===== src/rtl/fft8_pkg.sv =====
// Shared constants, twiddle table and state encoding for the 8-point FFT frame sequencer.
package fft8_pkg;

    localparam int N_PTS    = 8;
    localparam int SAMPLE_W = 16;
    localparam int TW_FRAC  = 14;

    // Q1.14 twiddles W_k = exp(-j*2*pi*k/8); 11585 is round(2^14 / sqrt(2))
    localparam logic signed [SAMPLE_W-1:0] TW_ONE = SAMPLE_W'(1 << TW_FRAC);
    localparam logic signed [SAMPLE_W-1:0] TW_R2  = 16'sd11585;

    localparam logic signed [SAMPLE_W-1:0] W0_RE = TW_ONE;
    localparam logic signed [SAMPLE_W-1:0] W0_IM = 16'sd0;
    localparam logic signed [SAMPLE_W-1:0] W1_RE = TW_R2;
    localparam logic signed [SAMPLE_W-1:0] W1_IM = -TW_R2;
    localparam logic signed [SAMPLE_W-1:0] W2_RE = 16'sd0;
    localparam logic signed [SAMPLE_W-1:0] W2_IM = -TW_ONE;
    localparam logic signed [SAMPLE_W-1:0] W3_RE = -TW_R2;
    localparam logic signed [SAMPLE_W-1:0] W3_IM = -TW_R2;

    typedef enum logic [1:0] {
        LOAD,
        SETTLE,
        UNLOAD,
        FULL
    } state_e;

endpackage


===== src/rtl/fft8_result_mux.sv =====
// Registered 8:1 selector that presents one captured FFT bin on the output stream.
module fft8_result_mux
    import fft8_pkg::*;
#(
    parameter int OUT_W = 67
) (
    input  logic             clk,
    input  logic             rst_n,
    input  logic             load,
    input  logic [2:0]       sel,
    input  logic [OUT_W-1:0] res_re [N_PTS],
    input  logic [OUT_W-1:0] res_im [N_PTS],
    output logic [OUT_W-1:0] data_re,
    output logic [OUT_W-1:0] data_im
);

    logic [OUT_W-1:0] data_re_q, data_re_d;
    logic [OUT_W-1:0] data_im_q, data_im_d;

    always_comb begin
        data_re_d = data_re_q;
        data_im_d = data_im_q;
        if (load) begin
            data_re_d = res_re[sel];
            data_im_d = res_im[sel];
        end
    end

    always_ff @(posedge clk or negedge rst_n) begin
        if (!rst_n) begin
            data_re_q <= '0;
            data_im_q <= '0;
        end else begin
            data_re_q <= data_re_d;
            data_im_q <= data_im_d;
        end
    end

    assign data_re = data_re_q;
    assign data_im = data_im_q;

endmodule


===== src/rtl/fft8_sequencer.sv =====
// Frame sequencer for the 8-point combinational FFT core: load 8 samples, settle, capture, stream bins.
// Optional FFT_PINGPONG_EN lets the next frame load while the previous results unload.
module fft8_sequencer
    import fft8_pkg::*;
#(
    parameter int SETTLE_CYCLES = 2,
    parameter int OUT_W         = 67
) (
    input  logic                 clk,
    input  logic                 rst_n,
    input  logic [15:0]          s_data,
    input  logic                 s_valid,
    output logic                 s_ready,
    output logic [127:0]         fft_x,
    output logic [63:0]          fft_tw_re,
    output logic [63:0]          fft_tw_im,
    input  logic [8*OUT_W-1:0]   fft_y_re,
    input  logic [8*OUT_W-1:0]   fft_y_im,
    output logic [OUT_W-1:0]     m_real,
    output logic [OUT_W-1:0]     m_imag,
    output logic [2:0]           m_bin,
    output logic                 m_valid,
    output logic                 m_last,
    input  logic                 m_ready,
    output logic                 busy
);

    localparam logic [2:0] LAST_IDX    = 3'(N_PTS - 1);
    localparam logic [3:0] SETTLE_INIT = 4'(SETTLE_CYCLES - 1);

    state_e                state_q, state_d;
    logic [2:0]            cnt_q, cnt_d;
    logic [3:0]            settle_q, settle_d;
    logic [SAMPLE_W-1:0]   slot_q [N_PTS];
    logic [SAMPLE_W-1:0]   slot_d [N_PTS];
    logic [OUT_W-1:0]      res_re_q [N_PTS];
    logic [OUT_W-1:0]      res_re_d [N_PTS];
    logic [OUT_W-1:0]      res_im_q [N_PTS];
    logic [OUT_W-1:0]      res_im_d [N_PTS];
    logic [OUT_W-1:0]      y_re_w [N_PTS];
    logic [OUT_W-1:0]      y_im_w [N_PTS];
    logic [2:0]            bin_q, bin_d;
    logic                  m_valid_q, m_valid_d;
    logic                  m_last_q, m_last_d;
    logic                  s_ready_q, s_ready_d;
    logic                  busy_q, busy_d;

    logic                  accept;
    logic                  frame_done;
    logic                  beat;
    logic                  last_beat;
    logic                  unload_active;
    logic                  capture;
    logic                  mux_load;

    assign fft_tw_re = {W3_RE, W2_RE, W1_RE, W0_RE};
    assign fft_tw_im = {W3_IM, W2_IM, W1_IM, W0_IM};

    for (genvar g = 0; g < N_PTS; g++) begin : g_slices
        assign fft_x[SAMPLE_W*g +: SAMPLE_W] = slot_q[g];
        assign y_re_w[g] = fft_y_re[OUT_W*g +: OUT_W];
        assign y_im_w[g] = fft_y_im[OUT_W*g +: OUT_W];
    end

    always_comb begin
        state_d   = state_q;
        cnt_d     = cnt_q;
        settle_d  = settle_q;
        slot_d    = slot_q;
        res_re_d  = res_re_q;
        res_im_d  = res_im_q;
        bin_d     = bin_q;
        m_valid_d = m_valid_q;
        capture   = 1'b0;
        mux_load  = 1'b0;

        accept        = s_valid && s_ready_q;
        frame_done    = accept && (cnt_q == LAST_IDX);
        beat          = m_valid_q && m_ready;
        last_beat     = beat && (bin_q == LAST_IDX);
        unload_active = (state_q == UNLOAD) || (state_q == FULL);

        if (accept) begin
            slot_d[cnt_q] = s_data;
            cnt_d         = cnt_q + 3'd1;
        end

        // The mux is loaded with the bin that will be current after this edge,
        // so m_real/m_imag always line up with m_bin without a bubble.
        if (unload_active) begin
            if (!m_valid_q) begin
                m_valid_d = 1'b1;
                bin_d     = 3'd0;
                mux_load  = 1'b1;
            end else if (last_beat) begin
                m_valid_d = 1'b0;
                bin_d     = 3'd0;
            end else if (beat) begin
                bin_d    = bin_q + 3'd1;
                mux_load = 1'b1;
            end
        end

        unique case (state_q)
            LOAD: begin
                if (frame_done) begin
                    state_d  = SETTLE;
                    settle_d = SETTLE_INIT;
                end
            end
            SETTLE: begin
                if (settle_q == 4'd0) begin
                    capture = 1'b1;
                    state_d = UNLOAD;
                end else begin
                    settle_d = settle_q - 4'd1;
                end
            end
            UNLOAD: begin
`ifdef FFT_PINGPONG_EN
                if (frame_done && last_beat) begin
                    state_d  = SETTLE;
                    settle_d = SETTLE_INIT;
                end else if (frame_done) begin
                    state_d = FULL;
                end else if (last_beat) begin
                    state_d = LOAD;
                end
`else
                if (last_beat) begin
                    state_d = LOAD;
                end
`endif
            end
`ifdef FFT_PINGPONG_EN
            FULL: begin
                if (last_beat) begin
                    state_d  = SETTLE;
                    settle_d = SETTLE_INIT;
                end
            end
`endif
            default: begin
                state_d = LOAD;
            end
        endcase

        if (capture) begin
            res_re_d = y_re_w;
            res_im_d = y_im_w;
        end

        m_last_d = m_valid_d && (bin_d == LAST_IDX);
`ifdef FFT_PINGPONG_EN
        s_ready_d = (state_d == LOAD) || (state_d == UNLOAD);
`else
        s_ready_d = (state_d == LOAD);
`endif
        busy_d = !((state_d == LOAD) && (cnt_d == 3'd0));
    end

    always_ff @(posedge clk or negedge rst_n) begin
        if (!rst_n) begin
            state_q   <= LOAD;
            cnt_q     <= '0;
            settle_q  <= '0;
            bin_q     <= '0;
            m_valid_q <= 1'b0;
            m_last_q  <= 1'b0;
            s_ready_q <= 1'b1;
            busy_q    <= 1'b0;
            for (int i = 0; i < N_PTS; i++) begin
                slot_q[i]   <= '0;
                res_re_q[i] <= '0;
                res_im_q[i] <= '0;
            end
        end else begin
            state_q   <= state_d;
            cnt_q     <= cnt_d;
            settle_q  <= settle_d;
            bin_q     <= bin_d;
            m_valid_q <= m_valid_d;
            m_last_q  <= m_last_d;
            s_ready_q <= s_ready_d;
            busy_q    <= busy_d;
            slot_q    <= slot_d;
            res_re_q  <= res_re_d;
            res_im_q  <= res_im_d;
        end
    end

    fft8_result_mux #(
        .OUT_W (OUT_W)
    ) u_result_mux (
        .clk     (clk),
        .rst_n   (rst_n),
        .load    (mux_load),
        .sel     (bin_d),
        .res_re  (res_re_q),
        .res_im  (res_im_q),
        .data_re (m_real),
        .data_im (m_imag)
    );

    assign s_ready = s_ready_q;
    assign m_valid = m_valid_q;
    assign m_last  = m_last_q;
    assign m_bin   = bin_q;
    assign busy    = busy_q;

endmodule

===== config.mk =====
export PLATFORM = sky130hd
export DESIGN_NAME = fft8_sequencer
export DESIGN_NICKNAME = d
export VERILOG_FILES = /design/src/rtl/fft8_pkg.sv /design/src/rtl/fft8_result_mux.sv /design/src/rtl/fft8_sequencer.sv
export SDC_FILE = /design/constraint.sdc
export NUM_CORES = 2
export LEC_CHECK = 0
export ABC_AREA = 1
export ABC_CLOCK_PERIOD_IN_PS = 2300
export CORE_AREA = 3 3 579 581
export CTS_CLUSTER_SIZE = 8
export DETAILED_ROUTE_END_ITERATION = 8
export DIE_AREA = 0 0 582 584
export DONT_BUFFER_PORTS = 1
export PLACE_DENSITY_LB_ADDON = 0.1
export RECOVER_POWER = 50
export SLEW_MARGIN = 5
export SYNTH_ARGS = -nofsm -noshare
export SYNTH_HDL_FRONTEND = slang
export SYNTH_SLANG_ARGS = --single-unit

===== constraint.sdc =====
create_clock -name clk -period 2.3 [get_ports clk]
set_input_delay 0.345 -clock clk [delete_from_list [all_inputs] [get_ports clk]]
set_output_delay 0.345 -clock clk [all_outputs]
set_load 0.02 [all_outputs]

==> results <==
- The run finished, with violations left.
- The final reports fail on negative hold slack, negative setup slack.
- The die extent in y is 584 µm.
- The DRC marker count from the first detailed-route iteration is 3,024.
- The wire length of the first global-routing pass is 447,000 µm.
- The simple-gate share of the synthesized area is 20.5%.
- The worst setup path is of the reg -> reg kind.
- The worst vdd rail ir drop is 0.662 mV.
- The pre-antenna-repair detailed-routing pass consisted of 7 iterations.
- Clock-pin slew was measured on the worst setup and hold paths at 0.05 ns.
- The average wire per cell in the routed design is 25.6 µm.
- The final weighted congestion in routability-driven placement is 0.825.
- The die covers 0.340 mm².
- The synthesized netlist devotes 6.56% of its cell area to compound gates.
- The final period demand of the worst path is 2.51 ns.
- The effective utilization at floorplan is 18.7%.
- The portion of netlist area occupied by mux cells is 9.80%.
- The total power divided by cell area is 1380 mW/mm².
- Once detail routing completed, the nets flagged for antenna violations numbered 0.
- After Yosys synthesis, XOR and XNOR cells account for 0.0142% of the synthesized area.
- Of the cells placed in the final design, the portion with a size suffix greater than 1 is 21.2%.
- The synthesized netlist devotes 0.101% of its cell area to adder and majority cells.
- After synthesis the netlist holds a flip-flop and latch count of 1,350.
- The most common cell after layout, fill and taps aside is dfrtp_1.
- Hold timing on the final database bottoms out at a slack of -0.602 ns.
- Once detailed placement completed, the half-perimeter wirelength came to 234,000 µm.
- The sequential cell area fraction in the yosys report is 54.8%.
- The die is 582 µm wide.
- The worst slew margin relative to its limit is 0.229%.
- The total grt overflow is 0.
- The distinct cell type count after synthesis is 29.
- The main combinational cell family by area after synthesis is simple AND/OR/NAND/NOR gates.
- The start of the worst register-to-register path is m_bin[1].
- A synthesized cell averages 8.84 µm².
- The critical path starts at m_bin[1].
- The element type at the critical path end is a flip-flop.
- The number of global-route vias before repair was 55,624.
- The end-of-flow core utilization is 27.5%.
- The max-capacitance violation count is 0.
- Data arrives at the worst endpoint at 3.21 ns.
- 1,489 I/O pins were placed.
- In the routed design, unresolved DRC markers number 0.
- The synthesis-to-layout area growth is 47.2%.
- At the pin with the least slew margin, the transition time is 1.50 ns.
- The setup slack after placement is -1.65 ns.
- Buffers placed on the I/O ports in this run total 0.
- The clock insertion delay at the later pin of the skew report is 0.89 ns.
- The number of setup violations in the final report is 131.
- In the global route stage, overall resource usage came out at 18.4%.
- The tree built by TritonCTS fans out to 1,350 sinks.
- The max-slew violation count is 0.
- The floorplan step defined a core boundary enclosing 0.330 mm².
- The count of standard-cell rows is 211.
- The analysis attributes to cell leakage a power of 0.0415 µW.
- The number of antenna violations at the first check in global routing is 176.
- The total standard cell area after synthesis is 0.0617 mm².
- STA classifies the critical path startpoint as a flip-flop.
- The number of warnings printed during yosys synthesis is 0.
- Setup repair after global routing could not meet its margin everywhere.
- The biggest fanout along the worst timing path is 9.
- In the synthesized netlist, the number of instances is 6,977.
- The worst hold-check path type is in -> async.
- Clock skew on the completed layout was measured at 0.0925 ns.
- For this block, the routed nets add up to 329,000 µm of wire.
- The number of levels the H-tree was split into is 4.
- Across all setup checks in the final design, the least slack found is -0.211 ns.
- The filler cells instantiated in the layout total 35,472.
- The routed via count divided by cell count is 4.20.
- The top cell types in the final layout, fill and taps aside, are 1,349 x dfrtp_1, 1,305 x nand2_1, 1,089 x dlygate4sd3_1.
- Entering global routing, the biggest net connects 206 pins.
- The hold violation count in the final report is 260.
- After layout, the worst path uses 109% of the clock period.
- The number of buffers created by CTS is 196.
- The tree is rooted in a clkbuf_16.
- The endpoint required time on the critical path is 3.00 ns.
- Based on the critical path, the design can be clocked at up to 398 MHz.
- The total number of vias is 54,016.
- The maximum buffer depth of the clock tree is 4.
- The TritonCTS clock tree is built.
- The final net count is 9,460.
per-stage QoR:
stage,power (µW),setup TNS (ns),hold WS (ns),area [µm²],cells
3_5_place_dp,87800,-673.33,0.0537,69400,11308
5_1_grt,134000,-65.62,-0.671,90800,12826
4_1_cts,123000,-23.29,-0.901,88200,12724
2_1_floorplan,67700,0,0.0494,62200,7103
3_3_place_gp,87300,-664.85,0.0540,69400,11308
6_report,125000,-13.11,-0.602,90800,12850
registers in the layout, indices dropped and copies added, names as in the netlist:
signal / count
settle_q: 4
busy: 1
fft_x: 128
u_result_mux.data_im: 67
m_last: 1
res_re_q: 536
s_ready: 1
u_result_mux.data_re: 67
state_q: 2
res_im_q: 536
cnt_q: 3
m_bin: 3
m_valid: 1
final timing paths:
kind / cells after the start / slack [ns] / to
worst max register to register: 17 / -0.21 / u_result_mux.data_im[51]
max in group asynchronous: 5 / 0.01 / fft_x[95]
worst min-delay path: 1 / -0.60 / res_re_q[271]
worst max-delay path: 17 / -0.21 / u_result_mux.data_im[51]
worst min register to register: 1 / 0.47 / settle_q[3]
min in group clk: 2 / 0.12 / fft_x[62]
critical path, stage by stage (launching register included):
cell and delay (ns):
dfrtp_1 0.41, ha_4 0.18, ha_4 0.16, nor2_4 0.16
nand2_4 0.09, nand2_8 0.09, nand2_8 0.06, buf_16 0.16
buf_16 0.17, buf_16 0.17, buf_12 0.15, nand2_1 0.07
nand3_2 0.08, nand2_2 0.11, nor2_2 0.07, buf_4 0.13
nand2_2 0.04, nand2_1 0.04
cells by family (layout without fill, tap and decap cells):
| group | after synthesis | in the layout |
|---|---|---|
| adders and majority gates | 5 | 5 |
| and+or+nand+nor | 3129 | 3129 |
| AOI/OAI and AO/OA | 807 | 807 |
| buffers and inverters | 1146 | 2447 |
| xor gates and xnor gates | 1 | 1 |
| other | 2 | 208 |
| DFF | 1350 | 1350 |
| muxes | 537 | 537 |
power breakdown:
| group | switching, µW | leakage (µW) | internal, µW | total (µW) |
|---|---|---|---|---|
| clock network | 11500 | 0.00259 | 15600 | 27200 |
| registers | 10100 | 0.0158 | 35600 | 45700 |
| logic | 30100 | 0.0232 | 22500 | 52600 |
| total | 51700 | 0.0415 | 73800 | 125000 |
cells in the mapped netlist:
library cell     n  area share [%]
nor3_1           1          0.0081
ha_1             5            0.10
nand3_2          1           0.016
nor3b_1          1           0.012
inv_1          565             3.4
nand2_2          3           0.030
buf_1           38            0.23
o21ai_0        266             2.2
buf_4          148             1.8
nand4_1          1           0.010
inv_2            6           0.037
nor2_4           1           0.018
nand2_1       1498             9.1
buf_6            1           0.018
clkbuf_1       193             1.2
buf_2          195             1.6
dfstp_2          1           0.043
o21ai_2          1           0.014
a21oi_1        538             4.4
mux2_2         537             9.8
a31oi_1          1           0.010
o22ai_1          1           0.010
nand3_1        674             5.5
xor2_1           1           0.014
conb_1           2           0.012
nor2_2           1           0.010
nand2_4          2           0.037
dfrtp_1       1349              55
nor2_1         946             5.8
layout make-up:
type,instances,area [µm²],area share (%)
clock buffers,227,5110,5.63
well taps,4366,5460,6.01
diodes,80,200,0.220
inverters,571,2220,2.44
clock inverters,12,188,0.207
flip-flops and latches,1350,33800,37.2
repair buffers,1637,18400,20.3
multi-input cells,4607,25400,28.0
layer usage:
layer | part of all wire, % | GRT usage (%) | vias to the layer above
met1 | 43 | 23.6 | 26811
li1 | - | - | 24873
met5 | 0.14 | 0 | -
met2 | 48 | 31.2 | 1714
met3 | 6.4 | 4.29 | 540
met4 | 2.4 | 4.28 | 78
what timing repair did:
item / in CTS / in global routing
gates resized for setup: 344 / 487
hold buffers: 1089 / 1
endpoints found under the hold margin: 1581 / 387
pin swaps: 68 / 188
setup endpoints to repair: 397 / 557
buffers inserted: 72 / 42
gates cloned: 25 / 24
Power figures use the tool's default switching activity.
